===== config.mk =====
export PLATFORM = sky130hd
export DESIGN_NAME = load_unit_flat
export DESIGN_NICKNAME = d
export VERILOG_FILES = /design/src/rtl/otter_types_pkg.sv /design/src/rtl/load_unit_if.sv /design/src/rtl/load_align.sv /design/src/rtl/load_unit.sv /design/src/flat_wrapper.sv
export SDC_FILE = /design/constraint.sdc
export NUM_CORES = 1
export LEC_CHECK = 0
export CAP_MARGIN = 20
export CORE_MARGIN = 2
export CORE_UTILIZATION = 49
export CTS_CLUSTER_DIAMETER = 150
export CTS_CLUSTER_SIZE = 10
export DETAILED_ROUTE_END_ITERATION = 12
export PLACE_DENSITY = 0.87
export SYNTH_ARGS = -nofsm -noshare
export SYNTH_HDL_FRONTEND = slang
export SYNTH_SLANG_ARGS = --single-unit

===== constraint.sdc =====
create_clock -name CLK -period 7.3 [get_ports CLK]
set_clock_uncertainty 0.1 [all_clocks]
set_input_delay 1.46 -clock CLK [delete_from_list [all_inputs] [get_ports CLK]]
set_output_delay 1.46 -clock CLK [all_outputs]
set_load 0.005 [all_outputs]

===== src/rtl/otter_types_pkg.sv =====
// Shared OTTER out-of-order types: RS tags, memory access sizes, load FSM states.
package otter_types_pkg;

  localparam int XLEN     = 32;
  localparam int RS_TAG_W = 4;

  typedef logic [RS_TAG_W-1:0] RS_tag_type;

  // funct3[1:0] encoding of the access size; 2'b11 is illegal.
  typedef enum logic [1:0] {
    BYTE = 2'b00,
    HALF = 2'b01,
    WORD = 2'b10
  } mem_size_t;

  typedef enum logic [2:0] {
    IDLE,
    WAIT_OPS,
    REQ,
    WAIT_MEM,
    BCAST,
    DRAIN
  } ld_state_t;

endpackage


===== src/rtl/load_unit_if.sv =====
// Reservation-station, memory-port-2 and CDB signals of the load unit.
interface load_unit_if;
  import otter_types_pkg::*;

  // reservation station side
  logic                issue;
  logic [XLEN-1:0]     V1;
  logic [XLEN-1:0]     V2;
  logic                V1_valid;
  logic                V2_valid;
  RS_tag_type          rd_tag;
  logic [2:0]          mem_type;
  logic                flush;
  logic                busy;
  // memory port 2
  logic [XLEN-1:0]     mem_rdata;
  logic                mem_rvalid;
  logic [XLEN-1:0]     MEM_ADDR2;
  logic                MEM_READ2;
  logic [1:0]          MEM_SIZE;
  // common data bus
  logic                cdb_grant;
  logic                cdb_valid;
  RS_tag_type          cdb_tag;
  logic [XLEN-1:0]     cdb_data;
  logic                cdb_fault;

  // load unit side
  modport slave (
    input  issue, V1, V2, V1_valid, V2_valid, rd_tag, mem_type, flush,
           mem_rdata, mem_rvalid, cdb_grant,
    output busy, MEM_ADDR2, MEM_READ2, MEM_SIZE,
           cdb_valid, cdb_tag, cdb_data, cdb_fault
  );

  // RS / memory / arbiter side
  modport master (
    output issue, V1, V2, V1_valid, V2_valid, rd_tag, mem_type, flush,
           mem_rdata, mem_rvalid, cdb_grant,
    input  busy, MEM_ADDR2, MEM_READ2, MEM_SIZE,
           cdb_valid, cdb_tag, cdb_data, cdb_fault
  );

endinterface


===== src/rtl/load_align.sv =====
// Combinational load alignment: lane select, sign/zero extension, misalignment flag.
module load_align
  import otter_types_pkg::*;
(
  input  logic [XLEN-1:0] word_i,
  input  logic [1:0]      addr_i,
  input  logic [2:0]      mem_type_i,
  output logic [XLEN-1:0] data_o,
  output logic            misalign_o
);

  logic [7:0]  byte_lane [4];
  logic [15:0] half_lane [2];
  logic        unsigned_ld;

  genvar gi;
  generate
    for (gi = 0; gi < 4; gi++) begin : g_byte
      assign byte_lane[gi] = word_i[8*gi +: 8];
    end
    for (gi = 0; gi < 2; gi++) begin : g_half
      assign half_lane[gi] = word_i[16*gi +: 16];
    end
  endgenerate

  assign unsigned_ld = mem_type_i[2];

  // Select the addressed lane, extend it, and flag illegal size/alignment.
  always_comb begin
    data_o     = '0;
    misalign_o = 1'b0;
    case (mem_size_t'(mem_type_i[1:0]))
      BYTE: begin
        data_o = {{(XLEN-8){~unsigned_ld & byte_lane[addr_i][7]}}, byte_lane[addr_i]};
      end
      HALF: begin
        data_o     = {{(XLEN-16){~unsigned_ld & half_lane[addr_i[1]][15]}}, half_lane[addr_i[1]]};
        misalign_o = addr_i[0];
      end
      WORD: begin
        data_o     = word_i;
        misalign_o = |addr_i;
      end
      default: misalign_o = 1'b1;
    endcase
  end

endmodule


===== src/rtl/load_unit.sv =====
// OTTER load execution unit: operand wait, address check, single read on
// memory port 2, result alignment and CDB broadcast. Outputs are all registered.
module load_unit
  import otter_types_pkg::*;
(
  input  logic      CLK,
  input  logic      RST,
  load_unit_if.slave lu
);

  ld_state_t       state_q, state_d;
  RS_tag_type      tag_q, tag_d;
  logic [2:0]      type_q, type_d;
  logic [XLEN-1:0] addr_q, addr_d;
  logic [XLEN-1:0] data_q, data_d;
  logic            fault_q, fault_d;
  logic            busy_q, read_q, valid_q;

  logic [XLEN-1:0] eff_addr;
  logic [2:0]      cur_type;
  logic [1:0]      al_addr;
  logic [XLEN-1:0] al_data;
  logic            al_misalign;
  logic            ops_ready;

  assign eff_addr  = lu.V1 + lu.V2;
  assign ops_ready = lu.V1_valid & lu.V2_valid;
  // In IDLE the type comes straight from the issuing RS entry; later it is latched.
  assign cur_type  = (state_q == IDLE) ? lu.mem_type : type_q;
  // One aligner serves both the address check and the response extraction.
  assign al_addr   = (state_q == WAIT_MEM) ? addr_q[1:0] : eff_addr[1:0];

  load_align u_align (
    .word_i     (lu.mem_rdata),
    .addr_i     (al_addr),
    .mem_type_i (cur_type),
    .data_o     (al_data),
    .misalign_o (al_misalign)
  );

  // Next-state and datapath-register selection.
  always_comb begin
    state_d = state_q;
    tag_d   = tag_q;
    type_d  = type_q;
    addr_d  = addr_q;
    data_d  = data_q;
    fault_d = fault_q;
    case (state_q)
      IDLE: begin
        if (lu.issue) begin
          tag_d   = lu.rd_tag;
          type_d  = lu.mem_type;
          data_d  = '0;
          fault_d = 1'b0;
          if (ops_ready) begin
            addr_d  = eff_addr;
            fault_d = al_misalign;
            state_d = al_misalign ? BCAST : REQ;
          end else begin
            state_d = WAIT_OPS;
          end
        end
      end
      WAIT_OPS: begin
        if (lu.flush) begin
          state_d = IDLE;
        end else if (ops_ready) begin
          addr_d  = eff_addr;
          fault_d = al_misalign;
          state_d = al_misalign ? BCAST : REQ;
        end
      end
      REQ: state_d = lu.flush ? IDLE : WAIT_MEM;
      WAIT_MEM: begin
        if (lu.mem_rvalid) begin
          // A response arriving with the flush is consumed, so no drain is needed.
          if (lu.flush) begin
            state_d = IDLE;
          end else begin
            data_d  = al_data;
            fault_d = 1'b0;
            state_d = BCAST;
          end
        end else if (lu.flush) begin
          state_d = DRAIN;
        end
      end
      BCAST: begin
        if (lu.cdb_grant || lu.flush) state_d = IDLE;
      end
      DRAIN: begin
        if (lu.mem_rvalid || lu.flush) state_d = IDLE;
      end
      default: state_d = IDLE;
    endcase
  end

  // State and output registers; status outputs decode the upcoming state.
  always_ff @(posedge CLK) begin
    if (RST) begin
      state_q <= IDLE;
      tag_q   <= '0;
      type_q  <= '0;
      addr_q  <= '0;
      data_q  <= '0;
      fault_q <= 1'b0;
      busy_q  <= 1'b0;
      read_q  <= 1'b0;
      valid_q <= 1'b0;
    end else begin
      state_q <= state_d;
      tag_q   <= tag_d;
      type_q  <= type_d;
      addr_q  <= addr_d;
      data_q  <= data_d;
      fault_q <= fault_d;
      busy_q  <= (state_d != IDLE);
      read_q  <= (state_d == REQ);
      valid_q <= (state_d == BCAST);
    end
  end

  assign lu.busy      = busy_q;
  assign lu.MEM_ADDR2 = addr_q;
  assign lu.MEM_READ2 = read_q;
  assign lu.MEM_SIZE  = type_q[1:0];
  assign lu.cdb_valid = valid_q;
  assign lu.cdb_tag   = tag_q;
  assign lu.cdb_data  = data_q;
  assign lu.cdb_fault = fault_q;

endmodule


===== src/flat_wrapper.sv =====
// flat-port wrapper written by rule: the top's interface ports become plain ports
module load_unit_flat import otter_types_pkg::*;
  (CLK, RST, lu_issue, lu_V1, lu_V2, lu_V1_valid, lu_V2_valid, lu_rd_tag, lu_mem_type, lu_flush, lu_mem_rdata, lu_mem_rvalid, lu_cdb_grant, lu_busy, lu_MEM_ADDR2, lu_MEM_READ2, lu_MEM_SIZE, lu_cdb_valid, lu_cdb_tag, lu_cdb_data, lu_cdb_fault);
  load_unit_if lu_i ();
  input  logic CLK;
  input  logic RST;
  input wire logic [$bits(lu_i.issue)-1:0] lu_issue;
  input wire logic [$bits(lu_i.V1)-1:0] lu_V1;
  input wire logic [$bits(lu_i.V2)-1:0] lu_V2;
  input wire logic [$bits(lu_i.V1_valid)-1:0] lu_V1_valid;
  input wire logic [$bits(lu_i.V2_valid)-1:0] lu_V2_valid;
  input wire logic [$bits(lu_i.rd_tag)-1:0] lu_rd_tag;
  input wire logic [$bits(lu_i.mem_type)-1:0] lu_mem_type;
  input wire logic [$bits(lu_i.flush)-1:0] lu_flush;
  input wire logic [$bits(lu_i.mem_rdata)-1:0] lu_mem_rdata;
  input wire logic [$bits(lu_i.mem_rvalid)-1:0] lu_mem_rvalid;
  input wire logic [$bits(lu_i.cdb_grant)-1:0] lu_cdb_grant;
  output wire logic [$bits(lu_i.busy)-1:0] lu_busy;
  output wire logic [$bits(lu_i.MEM_ADDR2)-1:0] lu_MEM_ADDR2;
  output wire logic [$bits(lu_i.MEM_READ2)-1:0] lu_MEM_READ2;
  output wire logic [$bits(lu_i.MEM_SIZE)-1:0] lu_MEM_SIZE;
  output wire logic [$bits(lu_i.cdb_valid)-1:0] lu_cdb_valid;
  output wire logic [$bits(lu_i.cdb_tag)-1:0] lu_cdb_tag;
  output wire logic [$bits(lu_i.cdb_data)-1:0] lu_cdb_data;
  output wire logic [$bits(lu_i.cdb_fault)-1:0] lu_cdb_fault;
  assign lu_i.issue = lu_issue;
  assign lu_i.V1 = lu_V1;
  assign lu_i.V2 = lu_V2;
  assign lu_i.V1_valid = lu_V1_valid;
  assign lu_i.V2_valid = lu_V2_valid;
  assign lu_i.rd_tag = lu_rd_tag;
  assign lu_i.mem_type = lu_mem_type;
  assign lu_i.flush = lu_flush;
  assign lu_i.mem_rdata = lu_mem_rdata;
  assign lu_i.mem_rvalid = lu_mem_rvalid;
  assign lu_i.cdb_grant = lu_cdb_grant;
  assign lu_busy = lu_i.busy;
  assign lu_MEM_ADDR2 = lu_i.MEM_ADDR2;
  assign lu_MEM_READ2 = lu_i.MEM_READ2;
  assign lu_MEM_SIZE = lu_i.MEM_SIZE;
  assign lu_cdb_valid = lu_i.cdb_valid;
  assign lu_cdb_tag = lu_i.cdb_tag;
  assign lu_cdb_data = lu_i.cdb_data;
  assign lu_cdb_fault = lu_i.cdb_fault;
  load_unit u_core (.CLK(CLK), .RST(RST), .lu(lu_i));
endmodule

==> results of run 1 <==
==> flip-flops by register name, indices dropped and copies added, names as in the netlist <==
name,cells
u_core.type_q,3
u_core.state_q,3
u_core.lu.MEM_ADDR2,32
u_core.lu.cdb_tag,4
u_core.lu.cdb_data,32
u_core.lu.cdb_valid,1
u_core.lu.cdb_fault,1
u_core.lu.MEM_READ2,1
u_core.lu.busy,1
==> cells in the mapped netlist (3+ instances only) <==
| library cell | n |
|---|---|
| a21o_1 | 13 |
| o21ai_1 | 9 |
| buf_6 | 3 |
| nor2_1 | 38 |
| or3_1 | 5 |
| nand3b_1 | 7 |
| buf_2 | 5 |
| ha_1 | 31 |
| dfxtp_1 | 78 |
| o2111ai_1 | 4 |
| and3_1 | 5 |
| a221oi_1 | 8 |
| nor3_1 | 11 |
| nor3b_1 | 5 |
| xor2_1 | 6 |
| mux2i_1 | 7 |
| nand4_1 | 4 |
| xnor2_1 | 8 |
| inv_1 | 11 |
| o21bai_1 | 5 |
| nor2b_1 | 6 |
| a211oi_1 | 6 |
| clkbuf_2 | 3 |
| nand2_1 | 107 |
| buf_4 | 7 |
| a222oi_1 | 7 |
| clkbuf_1 | 13 |
| mux2_2 | 10 |
| a32o_1 | 4 |
| o21ai_0 | 53 |
| nand3_1 | 15 |
| a21oi_1 | 79 |
==> power breakdown <==
| part | switching [mW] | internal, mW | leakage, nW |
|---|---|---|---|
| combinational | 0.200 | 0.185 | 1.95 |
| clock | 0.169 | 0.228 | 0.116 |
| sequential | 0.0133 | 0.442 | 0.633 |
==> final cells by class <==
class	count	area, sq um
clock inverters	7	123
flip-flops and latches	78	1560
fillers	813	3050
multi-input cells	520	3360
repair buffers	186	1850
clock buffers	9	124
well taps	136	170
inverters	11	41.3
==> metal layers <==
layer	GRT usage, %	share of wire, %	vias to the layer above
met1	33.8	41	2631
met2	48.8	48	304
met4	10.5	2.7	0
li1	-	-	2716
met5	0	0	-
met3	3.95	8.3	41
==> worst paths after layout <==
path | startpoint | end | slack, ns | cells past startpoint
hold reg to reg | u_core.lu.MEM_ADDR2[15] | u_core.lu.MEM_ADDR2[15] | 0.36 | 2
setup / recovery | lu_V1[0] | u_core.lu.cdb_data[9] | 3.07 | 11
hold / removal | u_core.lu.MEM_ADDR2[15] | u_core.lu.MEM_ADDR2[15] | 0.36 | 2
setup reg to reg | u_core.state_q[1] | u_core.lu.cdb_data[17] | 4.49 | 5
==> kinds of logic after synthesis <==
kind of cell    count (synthesis)  share of synthesized area, %
simple gates                  224                          20.7
xor+xnor                       14                          2.38
fa+ha+maj                      32                          7.91
buf+inv                        45                          4.68
flops                          78                          30.3
compound gates                231                          29.8
mux                            19                          4.24
==> stage by stage <==
stage | setup WS, ns | power (mW)
2_1_floorplan | 3.71 | 0.699
3_3_place_gp | 2.97 | 0.832
3_5_place_dp | 2.81 | 0.841
4_1_cts | 3.11 | 1.23
5_1_grt | 2.88 | 1.30
6_report | 3.07 | 1.24
==> layout by cell type, fill, tap and decap left out, drive strengths merged, types with 11 or more instances in the layout <==
master / synthesis / layout
inv: 11 / 11
nor3: 14 / 14
nand3: 15 / 15
nor2: 40 / 40
clkdlybuf4s50: 0 / 183
a21o: 15 / 15
ha: 31 / 31
a21oi: 80 / 80
nand2: 107 / 107
dfxtp: 78 / 78
o21ai: 63 / 63
==> worst reg2reg max path, stage by stage, from the launching register on <==
cell and delay, ns:
dfxtp_1 0.42, nor3_4 0.39, mux2i_2 0.46, nor2_1 0.10, or4_1 0.86, o21ai_0 0.38
==> flow_metrics.env, run 1 <==
export IMPL_drtIter0Drc=339
export IMPL_row_count=37
export IMPL_vias=5692
export IMPL_avgViaCountPerCell=6.01
export IMPL_yosysWarnings=0
export IMPL_core_sq_um=10300
export IMPL_timing_worst_setup_path_type="in2reg"
export IMPL_num_antenna_cells=0
export IMPL_drive_gt1_share_pct=7.27
export IMPL_die_w_um=107
export IMPL_fin_crit_sh_pct=57.9
export IMPL_die_h_um=107
export IMPL_dr_pass1_iters=7
export IMPL_relSlewSlack_pct=24.8
export IMPL_fmax_ghz=0.236
export IMPL_antenna_left=0
export IMPL_cts_buffers=9
export IMPL_root_buffer="clkbuf_8"
export IMPL_ir_drop_uv=86.1
export IMPL_yosysTopAreaCell="dfxtp_1"
export IMPL_area_growth_pct=40.2
export IMPL_cp_required_ns=7.38
export IMPL_ys_seq_area_share_pct=30.3
export IMPL_outcome="complete, no violations"
export IMPL_antenna_found_initial=0
export IMPL_grt_pass1_wl_um=25600
export IMPL_synth_async_sr_flop_share_pct=0
export IMPL_design_area_sq_um=7230
export IMPL_synth_seq_cells=78
export IMPL_crit_path_cell_trace="clkdlybuf4s50_1 -> ha_1 -> inv_1 -> fa_1 -> inv_1 -> mux2i_4 -> mux2i_1 -> nor3_2 -> o21a_1 -> a221oi_1 -> o21ai_0"
export IMPL_grt_overflow=0
export IMPL_setup_viol=0
export IMPL_clockBufferDepth=2
export IMPL_cts_sinks=78
export IMPL_start_util_pct=50.2
export IMPL_drc=0
export IMPL_cts_tree="done"
export IMPL_setup_tns_ns=0
export IMPL_hold_slack_ns=0.356
export IMPL_grtUsageTotal_pct=27.6
export IMPL_ys_flop_type="dfxtp_1"
export IMPL_synth_edf_count=0
export IMPL_start_kind="input pin"
export IMPL_post_cts_buffers=0
export IMPL_gp_congestion=0.915
export IMPL_final_cells=947
export IMPL_cp_slowest_stage_delay_ns=0.49
export IMPL_numPortBuffers=184
export IMPL_netlist_top_cells_area="dfxtp_1 30%, nand2_1 7.8%, a21oi_1 7.7%, ha_1 7.5%, o21ai_0 5.1%"
export IMPL_worstSkewPairLatency_ns=0.34
export IMPL_dp_final_hpwl_um=12300
export IMPL_synthesis_area_sq_um=5160
export IMPL_cts_resized=0
export IMPL_cp_slowest_cell="fa_1"
export IMPL_place_area_sq_um=6990
export IMPL_avgRoutedWirePerCell_um=17.1
export IMPL_worstMarginPinSlew_ns=1.12
export IMPL_htreeDepth=3
export IMPL_fin_util_pct=70.4
export IMPL_powerDensity_nw_per_um2=171
export IMPL_synth_cell_type_count=85
export IMPL_finalCriticalPeriod_ns=4.23
export IMPL_cts_hold_buf=0
export IMPL_worst_path_buf_inv=3
export IMPL_slew_viol_final=0
export IMPL_ios=185
export IMPL_arrival_ns=4.31
export IMPL_critPathMaxFanout=14
export IMPL_path_delay_family="multiplexers"
export IMPL_placedCellCount=931
export IMPL_cp_end_kind="flip-flop"
export IMPL_synth_top_area_share_pct=30.3
export IMPL_rsz0062_at_grt="false"
export IMPL_p_leak_nw=2.70
export IMPL_grt_max_degree=49
export IMPL_drv_cap=0
export IMPL_avgSynthCellArea_sq_um=8.02
export IMPL_final_hold_viol_count=0
export IMPL_num_nets_final=949
export IMPL_synth_cells=643
export IMPL_cts_clk_slew_worst_paths_ns=0.09
export IMPL_die_area_sq_um=11400
export IMPL_first_global_vias=5449
export IMPL_cpMostUsedCell="inv_1"
export IMPL_hold_path_class="reg2reg"
export IMPL_syn_nets=786
export IMPL_route_final_wire_length_um=16200
Note: power is estimated with default switching activity, not from simulation.
==> run 2: changes to the inputs <==
Settings changed: CORE_UTILIZATION 49 to 41, PLACE_DENSITY 0.87 to 0.78.
Clock period 7.3 ns to 3.6 ns, I/O delays scaled along.
==> flow_metrics.env, run 2 (synthesis gave the netlist of run 1 again) <==
export IMPL_worstRegToRegCells=7
export IMPL_final_cells=990
export IMPL_rr_endpoint="u_core.lu.cdb_data[26]"
export IMPL_p_total_mw=2.83
export IMPL_setup_viol=0
export IMPL_final_hold_viol_count=0
export IMPL_fin_crit_sh_pct=93.0
export IMPL_numPortBuffers=184
export IMPL_cts_hold_buf=0
export IMPL_grt_max_degree=33
export IMPL_fmax_ghz=0.299
export IMPL_cts_buffers=9
export IMPL_finalCriticalPeriod_ns=3.35
export IMPL_design_area_sq_um=7470
export IMPL_ios=185
export IMPL_layout_commonest_cell="clkdlybuf4s50_1"
export IMPL_dp_final_hpwl_um=13000
export IMPL_startpoint="lu_V2[0]"
export IMPL_outcome="complete, no violations"
export IMPL_hold_path_class="reg2reg"
export IMPL_core_sq_um=12200
export IMPL_drv_cap=0
export IMPL_start_util_pct=42.4
export IMPL_grt_overflow=0
export IMPL_final_cell_mix="183 x clkdlybuf4s50_1, 107 x nand2_1, 79 x a21oi_1, 78 x dfxtp_1, 53 x o21ai_0"
export IMPL_post_cts_buffers=0
export IMPL_antenna_left=0
export IMPL_antenna_found_initial=0
export IMPL_ff2ff_setup_slack_ns=1.09
export IMPL_drc=0
export IMPL_die_h_um=116
export IMPL_first_global_vias=5455
export IMPL_crit_end="u_core.lu.MEM_ADDR2[28]"
export IMPL_powerDensity_nw_per_um2=378
export IMPL_area_growth_pct=44.8
export IMPL_cts_clk_slew_worst_paths_ns=0.06
export IMPL_timing_worst_setup_path_type="in2reg"
export IMPL_place_area_sq_um=7110
export IMPL_gp_congestion=0.901
export IMPL_drive_gt1_share_pct=8.52
export IMPL_grtUsageTotal_pct=25.0
export IMPL_cts_resized=0
export IMPL_slew_viol_final=0
export IMPL_reg2reg_from="u_core.state_q[1]"
export IMPL_num_antenna_cells=0
export IMPL_route_final_wire_length_um=17200
export IMPL_arrival_ns=3.45
export IMPL_grt_pass1_wl_um=26800
export IMPL_avgViaCountPerCell=5.73
export IMPL_num_nets_final=961
export IMPL_start_kind="input pin"
export IMPL_root_buffer="clkbuf_16"
export IMPL_htreeDepth=3
export IMPL_worstMarginPinSlew_ns=0.729
export IMPL_vias=5670
export IMPL_cts_tree="done"
export IMPL_die_w_um=116
export IMPL_fin_util_pct=61.4
export IMPL_cp_end_kind="flip-flop"
export IMPL_relSlewSlack_pct=51.3
export IMPL_placedCellCount=974
export IMPL_p_leak_nw=2.82
export IMPL_cts_sinks=78
export IMPL_die_area_sq_um=13500
export IMPL_cp_required_ns=3.70
export IMPL_critPathMaxFanout=3
export IMPL_clockBufferDepth=2
export IMPL_worstSkewPairLatency_ns=0.34
export IMPL_avgRoutedWirePerCell_um=17.3
export IMPL_ir_drop_uv=235
export IMPL_drtIter0Drc=447
export IMPL_dr_pass1_iters=8
export IMPL_rsz0062_at_grt="false"
export IMPL_row_count=40
run 2: worst min-delay path by stage:
stage                                       from                     end  cells after the start
after global routing        u_core.lu.cdb_tag[3]    u_core.lu.cdb_tag[3]                      2
after floorplan                 u_core.type_q[2]        u_core.type_q[2]                      2
after global placement     u_core.lu.cdb_data[9]   u_core.lu.cdb_data[9]                      2
after CTS                  u_core.lu.cdb_data[3]   u_core.lu.cdb_data[3]                      2
after detailed placement  u_core.lu.cdb_data[11]  u_core.lu.cdb_data[11]                      2
final                      u_core.lu.cdb_data[3]   u_core.lu.cdb_data[3]                      2
run 2: final cells by class:
type	instances	area, sq um
fill	1046	4690
timing repair buffer	198	1940
multi-input combinational	520	3360
sequential	78	1560
inverter	11	41.3
clock buffer	12	267
tap	168	210
clock inverter	3	90.1
run 2: critical path, stage by stage:
cell and delay [ns]:
clkdlybuf4s50_1 0.48, ha_1 0.17, inv_1 0.05, fa_1 0.39, nor2b_1 0.17, o2111ai_1 0.16
buf_4 0.18, a211oi_1 0.31, nor3_1 0.18, nor4_1 0.38, o22a_1 0.18, o22ai_1 0.06
run 2: metrics by stage:
| stage | TNS (ns) | setup WS, ns | hold WS [ns] |
|---|---|---|---|
| 2_1_floorplan | 0 | 0.749 | 0.336 |
| 3_3_place_gp | 0 | 0.0421 | 0.335 |
| 3_5_place_dp | -0.00636 | -0.00636 | 0.341 |
| 4_1_cts | 0 | 0.331 | 0.353 |
| 5_1_grt | 0 | 0.106 | 0.369 |
| 6_report | 0 | 0.251 | 0.351 |
run 2: power by group:
part | internal, mW | total (mW) | switching (mW)
Clock | 0.731 | 1.10 | 0.365
Sequential | 0.898 | 0.926 | 0.0276
Combinational | 0.389 | 0.804 | 0.415
Total | 2.02 | 2.83 | 0.808
run 2: layer usage:
layer / routed length, um / part of all wire (%) / global-route usage (%)
met1: 7220 / 42 / 31.0
met2: 8360 / 49 / 43.9
met3: 1290 / 7.5 / 4.62
met4: 282 / 1.6 / 8.41
met5: 0 / 0 / 0
==> run 3: changes to the inputs <==
Settings changed: CORE_MARGIN 2 to 3.
==> flow_metrics.env, run 3 (synthesis gave the netlist of run 1 again) <==
export IMPL_outcome="complete, no violations"
export IMPL_ir_drop_uv=173
export IMPL_path_delay_family="simple AND/OR/NAND/NOR gates"
export IMPL_cp_slowest_cell="clkdlybuf4s50_1"
export IMPL_final_cell_mix="183 x clkdlybuf4s50_1, 107 x nand2_1, 79 x a21oi_1, 78 x dfxtp_1, 53 x o21ai_0"
export IMPL_final_cells=989
export IMPL_avgRoutedWirePerCell_um=17.1
export IMPL_min_to="u_core.lu.cdb_data[3]"
export IMPL_row_count=40
export IMPL_drc=0
export IMPL_num_antenna_cells=0
export IMPL_core_sq_um=12200
export IMPL_arrival_ns=3.41
export IMPL_worstSkewPairLatency_ns=0.35
export IMPL_design_area_sq_um=7430
export IMPL_start_kind="input pin"
export IMPL_worst_path_buf_inv=3
export IMPL_crit_path_cell_trace="clkdlybuf4s50_1 -> ha_1 -> inv_1 -> fa_1 -> nor2b_1 -> o2111ai_1 -> buf_4 -> a211oi_1 -> nor3_1 -> nor4_1 -> o22a_1 -> o22ai_1"
export IMPL_htreeDepth=3
export IMPL_rr_endpoint="u_core.lu.cdb_data[7]"
export IMPL_cts_buffers=9
export IMPL_hp_start="u_core.lu.cdb_data[3]"
export IMPL_placedCellCount=973
export IMPL_fin_util_pct=61.1
export IMPL_drtIter0Drc=518
export IMPL_grt_overflow=0
export IMPL_worstRegToRegCells=7
export IMPL_first_global_vias=5443
export IMPL_setup_tns_ns=0
export IMPL_critPathMaxFanout=3
export IMPL_p_leak_nw=2.79
export IMPL_place_area_sq_um=7100
export IMPL_start_util_pct=42.4
export IMPL_powerDensity_nw_per_um2=367
export IMPL_final_hold_viol_count=0
export IMPL_clockBufferDepth=2
export IMPL_ff2ff_setup_slack_ns=1.07
export IMPL_setup_viol=0
export IMPL_die_area_sq_um=14000
export IMPL_layout_commonest_cell="clkdlybuf4s50_1"
export IMPL_cp_end_kind="flip-flop"
export IMPL_cts_hold_buf=0
export IMPL_area_growth_pct=44.1
export IMPL_finalCriticalPeriod_ns=3.31
export IMPL_post_cts_buffers=0
export IMPL_gp_congestion=0.877
export IMPL_cp_slowest_stage_delay_ns=0.47
export IMPL_num_nets_final=960
export IMPL_hold_slack_ns=0.346
export IMPL_antenna_left=0
export IMPL_place_ws_ns=-0.0180
export IMPL_p_total_mw=2.73
export IMPL_vias=5629
export IMPL_route_final_wire_length_um=16900
export IMPL_rsz0062_at_grt="false"
export IMPL_hold_path_class="reg2reg"
export IMPL_root_buffer="clkbuf_16"
export IMPL_relSlewSlack_pct=48.9
export IMPL_grt_pass1_wl_um=27000
export IMPL_fin_ws_ns=0.294
export IMPL_dp_final_hpwl_um=12900
export IMPL_crit_cells=12
export IMPL_ios=185
export IMPL_grtUsageTotal_pct=23.4
export IMPL_drive_gt1_share_pct=8.28
export IMPL_cts_sinks=78
export IMPL_grt_max_degree=33
export IMPL_hold_depth=2
export IMPL_die_w_um=118
export IMPL_antenna_found_initial=0
export IMPL_cts_resized=0
export IMPL_numPortBuffers=184
export IMPL_worstMarginPinSlew_ns=0.764
export IMPL_timing_worst_setup_path_type="in2reg"
export IMPL_fmax_ghz=0.302
export IMPL_reg2reg_from="u_core.state_q[1]"
export IMPL_cts_clk_slew_worst_paths_ns=0.06
export IMPL_slew_viol_final=0
export IMPL_dr_pass1_iters=7
export IMPL_die_h_um=118
export IMPL_cp_required_ns=3.71
export IMPL_avgViaCountPerCell=5.69
export IMPL_drv_cap=0
export IMPL_fin_crit_sh_pct=91.8
export IMPL_cts_tree="done"
run 3: cell count changes in the layout (fill, tap and decap cells not counted), sizes merged:
cell / change
buf: -1
bufinv: -1
clkinvlp: +1
run 3: how the worst max path moves through the flow:
stage | from | slack, ns | to
after floorplan | lu_V2[0] | 0.75 | u_core.lu.MEM_ADDR2[30]
after global routing | lu_V2[0] | 0.14 | u_core.lu.MEM_ADDR2[30]
after detailed placement | lu_V2[0] | -0.02 | u_core.lu.cdb_data[8]
final | lu_V2[0] | 0.29 | u_core.lu.MEM_ADDR2[28]
after CTS | lu_V2[0] | 0.33 | u_core.lu.MEM_ADDR2[28]
after global placement | lu_V2[0] | 0.05 | u_core.lu.MEM_ADDR2[28]
run 3: layer usage:
metal	track usage [%]	up-vias	share of wire, %
met5	0	-	0
li1	-	2722	-
met2	37.5	293	47
met4	10.1	0	2.5
met3	5.60	33	8.9
met1	30.0	2581	42
run 3: final cells by class:
| cell class | count | area (sq um) |
|---|---|---|
| clock buffers | 12 | 256 |
| well taps | 168 | 210 |
| clock inverters | 3 | 67.6 |
| inverters | 11 | 41.3 |
| fillers | 1052 | 4730 |
| flip-flops and latches | 78 | 1560 |
| multi-input cells | 520 | 3360 |
| repair buffers | 197 | 1930 |
run 3: power breakdown:
part / switching, mW / internal (mW) / total (mW)
logic: 0.411 / 0.388 / 0.799
registers: 0.0267 / 0.898 / 0.925
clock network: 0.362 / 0.641 / 1.00
run 3: worst min-delay path: cells and delay by family (launching register included):
kind	cells	cell delay (ns)
AOI/OAI and AO/OA	1	0.05
DFF	1	0.31
and+or+nand+nor	1	0.05
